**src/rtl/alu_share_arbiter_pkg.sv**
```systemverilog
// alu_share_arbiter_pkg: shared ALU opcode encoding and default width
package alu_share_arbiter_pkg;
  localparam int DEF_WIDTH = 6;
  typedef enum logic [1:0] {
    OP_ADD = 2'd0,
    OP_SUB = 2'd1,
    OP_AND = 2'd2,
    OP_OR  = 2'd3
  } alu_op_e;
endpackage

```
**src/rtl/alu_share_arbiter_rr_arbiter.sv**
```systemverilog
// alu_share_arbiter_rr_arbiter: round-robin grant starting at rr_ptr, pointer advances past each winner
module alu_share_arbiter_rr_arbiter
  import alu_share_arbiter_pkg::*;
#(
  parameter int NREQ = 2,
  parameter int IDW  = 3
) (
  input  logic            clk,
  input  logic            rst,
  input  logic [NREQ-1:0] req,
  input  logic            en,
  output logic [NREQ-1:0] gnt,
  output logic [IDW-1:0]  idx
);
  logic [IDW-1:0]      rr_ptr;
  logic [IDW-1:0]      pos;
  logic [2**IDW-1:0]   req_x;
  logic                hit;
  assign req_x = (2**IDW)'(req);
  always_comb begin
    hit = 1'b0;
    idx = '0;
    pos = '0;
    for (int k = 0; k < NREQ; k++) begin
      pos = (int'(rr_ptr) + k >= NREQ) ? IDW'(int'(rr_ptr) + k - NREQ) : IDW'(int'(rr_ptr) + k);
      if (!hit && req_x[pos]) begin
        hit = 1'b1;
        idx = pos;
      end
    end
  end
  assign gnt = (en && hit) ? NREQ'(1) << idx : '0;
  always_ff @(posedge clk or posedge rst)
    if (rst) rr_ptr <= '0;
    else if (en && hit) rr_ptr <= (int'(idx) == NREQ - 1) ? '0 : idx + 1'b1;
endmodule

```
**src/rtl/alu_share_arbiter.sv**
```systemverilog
// alu_share_arbiter: round-robin sharing of one external ALU among NREQ requesters with registered result and completion count
module alu_share_arbiter
  import alu_share_arbiter_pkg::*;
#(
  parameter int WIDTH = DEF_WIDTH,
  parameter int NREQ  = 2,
  parameter int IDW   = 3,
  parameter int CNTW  = 16
) (
  input  logic              clk,
  input  logic              rst,
  input  logic [NREQ-1:0]   req_valid,
  input  logic [NREQ*WIDTH-1:0] req_a,
  input  logic [NREQ*WIDTH-1:0] req_b,
  input  logic [NREQ*2-1:0] req_op,
  output logic [NREQ-1:0]   req_ready,
  output logic [WIDTH-1:0]  alu_a,
  output logic [WIDTH-1:0]  alu_b,
  output logic [1:0]        alu_op,
  input  logic [WIDTH-1:0]  alu_r,
  output logic              resp_valid,
  input  logic              resp_ready,
  output logic [WIDTH-1:0]  resp_r,
  output logic [IDW-1:0]    resp_id,
  output logic [1:0]        resp_op,
  output logic [CNTW-1:0]   op_count
);
  logic           slot_free;
  logic           grant;
  logic [IDW-1:0] win;
  assign slot_free = !resp_valid || resp_ready;
  assign grant = |req_ready;
  alu_share_arbiter_rr_arbiter #(.NREQ(NREQ), .IDW(IDW)) u_rr (
    .clk(clk),
    .rst(rst),
    .req(req_valid),
    .en(slot_free),
    .gnt(req_ready),
    .idx(win)
  );
  assign alu_a  = grant ? WIDTH'(req_a >> (int'(win) * WIDTH)) : '0;
  assign alu_b  = grant ? WIDTH'(req_b >> (int'(win) * WIDTH)) : '0;
  assign alu_op = grant ? 2'(req_op >> (int'(win) * 2)) : '0;
  always_ff @(posedge clk or posedge rst)
    if (rst) begin
      resp_valid <= 1'b0;
      resp_r     <= '0;
      resp_id    <= '0;
      resp_op    <= '0;
      op_count   <= '0;
    end else if (grant) begin
      resp_valid <= 1'b1;
      resp_r     <= alu_r;
      resp_id    <= win;
      resp_op    <= alu_op;
      op_count   <= op_count + 1'b1;
    end else if (resp_ready) begin
      resp_valid <= 1'b0;
    end
endmodule
```
**config.mk**
```make
export PLATFORM = sky130hd
export DESIGN_NAME = alu_share_arbiter
export DESIGN_NICKNAME = d
export VERILOG_FILES = /design/src/rtl/alu_share_arbiter_pkg.sv /design/src/rtl/alu_share_arbiter_rr_arbiter.sv /design/src/rtl/alu_share_arbiter.sv
export SDC_FILE = /design/constraint.sdc
export NUM_CORES = 1
export LEC_CHECK = 0
export ABC_AREA = 1
export BUFFER_PORTS_ARGS = -buffer_cell sky130_fd_sc_hd__buf_2
export CORE_MARGIN = 3
export CORE_UTILIZATION = 35
export CTS_CLUSTER_SIZE = 12
export DETAILED_ROUTE_END_ITERATION = 8
export GPL_TIMING_DRIVEN = 0
export PLACE_DENSITY_LB_ADDON = 0.1
export SLEW_MARGIN = 25
export SYNTH_ARGS = -nofsm -noshare
export SYNTH_HDL_FRONTEND = slang
export SYNTH_SLANG_ARGS = --single-unit
```
**constraint.sdc**
```tcl
create_clock -name clk -period 4.15 [get_ports clk]
set_clock_uncertainty 0.1 [all_clocks]
set_input_delay 0.83 -clock clk [delete_from_list [all_inputs] [get_ports clk]]
set_output_delay 0.83 -clock clk [all_outputs]
set_load 0.01 [all_outputs]
```
==> results of run 1 <==
## per-stage QoR
stage                     std cells  power (mW)  hold WS, ns
after floorplan                 291        1.05        0.415
after global placement          443        1.37        0.358
after detailed placement        443        1.38        0.366
after CTS                       451        1.61        0.383
after global routing            451        1.76        0.395
final                           451        1.58        0.378
## worst max-delay path, delay by kind of cell, from the launching register on
kind	cells	cell delay (ns)
flops	1	0.50
compound gates	1	0.23
buf+inv	3	0.44
simple gates	6	0.50
fa+ha+maj	1	0.22
## registers in the layout (all words and copies together), names as in the netlist
register / cells
u_rr.rr_ptr: 3
resp_op: 2
resp_valid: 1
resp_r: 6
op_count: 16
resp_id: 3
## placed cells by master (no fill, tap or decap), types with 3 or more instances in the layout
master    netlist  layout
buf_2           5      87
clkbuf_1        1       3
clkbuf_8        0       5
dfrtp_1        31      31
ha_1            3       3
inv_1          42      41
inv_2           2       3
nand2_1       109     109
nand3_1        18      18
nand3b_1       12      12
nor2_1         35      35
nor3_1          4       4
o21ai_0         9       9
xor2_1          7       7
## cell type report
| type | instances | area share |
|---|---|---|
| Timing Repair Buffer | 82 | 0.162 |
| Tap cell | 70 | 0.0346 |
| Clock buffer | 7 | 0.0301 |
| Inverter | 44 | 0.0652 |
| Clock inverter | 1 | 0.00198 |
| Sequential cell | 31 | 0.306 |
| Buffer | 10 | 0.0262 |
| Multi-Input combinational cell | 206 | 0.374 |
## how the worst max path moves through the flow
stage / end / startpoint / slack, ns
2_1_floorplan: alu_a[1] / req_valid[0] / 1.47
4_1_cts: req_ready[1] / u_rr.rr_ptr[0] / 1.03
3_3_place_gp: req_ready[1] / req_valid[0] / 1.15
3_5_place_dp: req_ready[1] / req_valid[0] / 1.12
5_1_grt: req_ready[1] / u_rr.rr_ptr[0] / 0.79
6_report: req_ready[1] / u_rr.rr_ptr[0] / 1.06
## logic make-up (layout without fill, tap and decap cells)
group | Yosys count | in the layout | synth area share
fa+ha+maj | 3 | 3 | 0.0192
buf+inv | 54 | 144 | 0.119
xor+xnor | 9 | 9 | 0.0404
compound gates | 12 | 12 | 0.0307
flops | 31 | 31 | 0.397
simple gates | 182 | 182 | 0.394
## report_power, final
group,switching [mW],internal [mW]
Sequential,0.0804,0.396
Clock,0.106,0.117
Combinational,0.545,0.337
## layer usage
layer | vias up | part of all wire
li1 | 1059 | -
met1 | 875 | 0.46
met2 | 58 | 0.46
met3 | 4 | 0.066
met4 | 0 | 0.0088
met5 | - | 0
==> flow_metrics.tcl, run 1 <==
set metrics [dict create \
    critPathKind "flop to output port" \
    wl_mm 5.10 \
    min_from "resp_r[5]" \
    rsz0062_at_grt "false" \
    vias_per_cell 4.43 \
    relSlewSlack 0.555 \
    first_pass_iters 4 \
    hold_viol 0 \
    gp_congestion 0.774 \
    finalWorstSetupSlack_ns 1.06 \
    fillCellCount 588 \
    critPathMaxStageDelay_ns 0.50 \
    multi_input_area_um2 946 \
    r2r-start "u_rr.rr_ptr[0]" \
    crit_top_cell "nand2_1" \
    synthesis.nets 333 \
    final_cell_area_um2 2530 \
    yosysWarnings 0 \
    drt-initial-drc-count 67 \
    crit_chain "ha_1, inv_1, nand2_1, nand2_1, nor2_1, nand2_1, nand2_1, nand2_1, buf_2, a21oi_1, buf_2" \
    port_buffers 82 \
    leakage_nw 1.47 \
    antenna_found_initial 0 \
    cts_buffers 5 \
    ys_seq_area_frac 0.397 \
    final_layout_size_suffix_gt1_frac 0.268 \
    clock_sinks 31 \
    yosysTopAreaCellShare 0.397 \
    worst_ep_arrival_time_ns 2.16 \
    ys.flop_type "dfrtp_1" \
    grt_util_met3 0.0415 \
    ys_ff_latch 31 \
    cts_root_buf "clkbuf_8" \
    period_minus_slack_ns 3.09 \
    drv_cap 0 \
    synth-async-reset-ratio 1.00 \
    cts_setup_buffers 0 \
    die_w_um 80.7 \
    cts_buffer_depth 2 \
    die_area_um2 6510 \
    regToRegEndpoint "u_rr.rr_ptr[0]" \
    setup_viol 0 \
    first_global_vias 1822 \
    avgSynthCellArea_um2 6.71 \
    synth_cells 291 \
    rows 26 \
    placed_area_um2 2450 \
    hp-class "flop to flop" \
    vias 1996 \
    r2r_cells 11 \
    fin_crit_sh 0.745 \
    irDropWorstVdd_uv 290 \
    fmax_ghz 0.323 \
    ff2ff_setup_slack_ns 2.15 \
    path_clk_slew_ns 0.06 \
    fin_util 0.484 \
    grt.total_usage 0.163 \
    grt_pass1_wl_mm 8.45 \
    grt_overflow 0 \
    end_kind "output port" \
    netlist_area_um2 1950 \
    fin_tns_setup_ns 0 \
    met1_usage 0.215 \
    io_pins 83 \
    yosys-top-cells-area "dfrtp_1 (40%), nand2_1 (21%), inv_1 (8.1%)" \
    drc_errors 0 \
    crit_fanout 10 \
    coreArea_um2 5240 \
    hold-path-endpoint "resp_r[5]" \
    status "finished, final reports clean" \
    seq_area_um2 776 \
    cts_tree "yes" \
    drv_slew 0 \
    cts.htree.levels 2 \
    yosysUniqueCellTypes 21 \
    syn2layout_area_growth_pct 29.7 \
    hold_buffers 0 \
    crit_path_top_delay_cell "dfrtp_1" \
    wire_per_inst_um 11.3 \
    fin_nets 422 \
    top_usage_layer "met2" \
    ctsResizeCount 0 \
    start_util 0.373 \
    synth_edf_count 0 \
    yosysTopAreaCell "dfrtp_1" \
    antenna_left 0 \
    synth_common_cells "nand2_1 (109), inv_1 (42), nor2_1 (35)" \
    pre_cts_ws_ns 1.12 \
    n_antenna_cell 0 \
    dpl.hpwl_mm 3.86 \
    start_kind "flop" \
    power_density_nw_per_um2 625 \
    worstPathRequired_ns 3.22 \
    hold_depth 2 \
    clock_latency_ns 0.27 \
    grt_use_met2 0.264 \
    dieHeight_um 80.7 \
    grt_max_degree 32 \
    tightest_slew_ns 0.667 \
    synth_most_common_cell "nand2_1" \
]
Power figures use the tool's default switching activity.
==> run 2, diff against run 1 <==
--- a/config.mk
+++ b/config.mk
@@ -5,7 +5,7 @@
 export SDC_FILE = /design/constraint.sdc
 export NUM_CORES = 1
 export LEC_CHECK = 0
-export ABC_AREA = 1
+export ABC_AREA = 0
 export BUFFER_PORTS_ARGS = -buffer_cell sky130_fd_sc_hd__buf_2
 export CORE_MARGIN = 3
 export CORE_UTILIZATION = 35
==> constraint.sdc (replaced) <==
create_clock -name clk -period 3 [get_ports clk]
set_clock_uncertainty 0.1 [all_clocks]
set_input_delay 0.6 -clock clk [delete_from_list [all_inputs] [get_ports clk]]
set_output_delay 0.6 -clock clk [all_outputs]
set_load 0.01 [all_outputs]
==> run 2 against run 1 <==
Sequential power decreased by 12%. Largest power group is now sequential cells. Synthesized area fell by 18%. Global-route usage decreased by 0.40 points. Sequential share of layout area increased by 3.2 points. Largest cell class unchanged. Synthesized cell count is 51% lower. Via count shrank 26%. Die area fell by 16%. Critical path depth down 2.
==> flow_metrics.tcl, run 2 <==
set metrics [dict create \
    drt-initial-drc-count 61 \
    synth_cells 143 \
    synth_edf_count 0 \
    synth_common_cells "dfrtp_1 (31), xnor2_1 (15), a22o_1 (12)" \
    ys_seq_area_frac 0.483 \
    grt_max_degree 32 \
    finalWorstSetupSlack_ns 0.0548 \
    synth_top_family_by_area "simple AND/OR/NAND/NOR gates" \
    regToRegEndpoint "op_count[2]" \
    syn2layout_area_growth_pct 42.9 \
    wl_met2_mm 1.88 \
    start_util 0.366 \
    dpl.hpwl_mm 2.91 \
    avgSynthCellArea_um2 11.2 \
    synth_most_common_cell "dfrtp_1" \
    io_pins 83 \
    yosysWarnings 0 \
    hold_viol 0 \
    final_common_cell "buf_2" \
    ff2ff_setup_slack_ns 0.66 \
    holdWs_ns 0.308 \
    first_global_vias 1490 \
    vias_per_cell 5.02 \
    cts_buffer_depth 2 \
    routed.top_layer "met4" \
    power_density_nw_per_um2 354 \
    die_w_um 73.8 \
    port_buffers 82 \
    synth-xor-area-share 0.0872 \
    r2r_cells 8 \
    ys.flop_type "dfrtp_1" \
    worstPathRequired_ns 2.30 \
    synth-compound-area-share 0.139 \
    wl_mm 4.00 \
    fmax_ghz 0.340 \
    leakage_nw 1.27 \
    first_pass_iters 5 \
    dieHeight_um 73.8 \
    die_area_um2 5440 \
    wl_met3_um 341 \
    tightest_slew_ns 0.652 \
    drv_slew 0 \
    antenna_left 0 \
    regMostFlops "op_count" \
    clock_sinks 31 \
    rows 24 \
    start_kind "flop" \
    cts.htree.levels 2 \
    yosysTopAreaCell "dfrtp_1" \
    ys_ff_latch 31 \
    relSlewSlack 0.565 \
    hp-class "primary input to async pin" \
    fin_crit_sh 0.982 \
    r2r-start "u_rr.rr_ptr[0]" \
    wirelength_met1_mm 1.73 \
    reg_top3 "op_count: 16 flops, resp_r: 6 flops" \
    yosysUniqueCellTypes 33 \
    drv_cap 0 \
    wire_per_inst_um 13.6 \
    worst_ep_arrival_time_ns 2.25 \
    clock_latency_ns 0.28 \
    path_clk_slew_ns 0.06 \
    grt_pass1_wl_mm 6.64 \
    rsz0062_at_grt "true" \
    largest_reg_flops 16 \
    final_layout_size_suffix_gt1_frac 0.498 \
    cts_buffers 5 \
    crit_fanout 4 \
    synth-async-reset-ratio 1.00 \
    synthesis.nets 185 \
    grt.total_usage 0.159 \
    period_minus_slack_ns 2.95 \
    antenna_found_initial 0 \
    vias 1470 \
    yosysTopAreaCellShare 0.483 \
    fin_nets 282 \
    netlist_area_um2 1610 \
    grt_overflow 0 \
    dp.cells 277 \
    gp_congestion 0.707 \
    status "finished, final reports clean" \
    yosys-top-cells-area "dfrtp_1 (48%), xnor2_1 (8.2%), a22o_1 (6.5%)" \
    coreArea_um2 4380 \
    fin_cells 293 \
    setup_viol 0 \
    irDropWorstVdd_uv 251 \
    cts_tree "yes" \
    n_antenna_cell 0 \
    cts_root_buf "clkbuf_8" \
    most-common-layout-cells "buf_2 (84), dfrtp_1 (31), xnor2_1 (15)" \
    end_kind "output port" \
    drc_errors 0 \
    critPathKind "flop to output port" \
    synthAdderAreaFrac 0.0234 \
    muxShareOfSynthArea 0.0685 \
    pre_cts_ws_ns 0.0949 \
    synthSimpleGateAreaFrac 0.155 \
    total_power_mw 0.812 \
]
## run 2: changes by cell type after synthesis, sizes merged, moves of 6 or more
cell / delta
nand4: +7
inv: -39
nand3b: -12
nor2: -30
nand2: -104
xor2: -6
xnor2: +13
a22o: +12
o21ai: -8
nand3: -15
mux2: +8
## run 2: cell type report
| class | count | area (µm²) |
|---|---|---|
| fillers | 429 | 2090 |
| multi-input cells | 99 | 807 |
| flip-flops and latches | 31 | 776 |
| repair buffers | 90 | 470 |
| clock buffers | 8 | 100 |
| well taps | 52 | 65.1 |
| plain buffers | 8 | 58.8 |
| inverters | 5 | 18.8 |
## run 2: worst max path at each step
stage	startpoint	endpoint	cells after the start
after detailed placement	u_rr.rr_ptr[0]	alu_a[2]	8
after global placement	u_rr.rr_ptr[0]	alu_a[2]	8
after floorplan	u_rr.rr_ptr[0]	alu_a[2]	6
after global routing	u_rr.rr_ptr[0]	alu_a[0]	9
final	u_rr.rr_ptr[0]	alu_b[5]	9
after CTS	u_rr.rr_ptr[0]	alu_a[2]	8
## run 2: power breakdown
group / internal (mW) / switching [mW] / leakage [nW] / total, mW
Clock: 0.209 / 0.146 / 0.0515 / 0.355
Sequential: 0.418 / 0 / 0.412 / 0.418
Combinational: 0.0202 / 0.0184 / 0.804 / 0.0385
## run 2: layer usage
metal	track usage	vias up
met1	0.208	682
li1	-	723
met4	0.0483	0
met5	0	-
met3	0.0616	5
met2	0.243	60
## run 2: critical path: stages, from the launching register on
cell,delay (ns)
dfrtp_1,0.41
ha_2,0.20
nor2b_4,0.13
o31a_1,0.33
nor3_4,0.26
a32o_2,0.20
buf_4,0.12
buf_4,0.10
a22o_1,0.10
buf_2,0.12
## run 2: cell families after synthesis
group,Yosys count
compound gates,26
xor+xnor,16
fa+ha+maj,3
buf+inv,13
flops,31
mux,10
simple gates,44
## run 2: stage by stage
step	area [µm²]	utilization	TNS, ns
detailed placement	2080	0.475	0
floorplan	1610	-	0
global placement	2080	0.475	0
global route	2300	0.524	-0.132
finish	2300	0.524	0
CTS	2250	0.513	0
## run 2: timing repair
action	4_1_cts	5_1_grt
setup endpoints to repair	11	12
hold buffers	0	0
resized for setup	7	5
pin swaps	4	4
buffers inserted	4	4
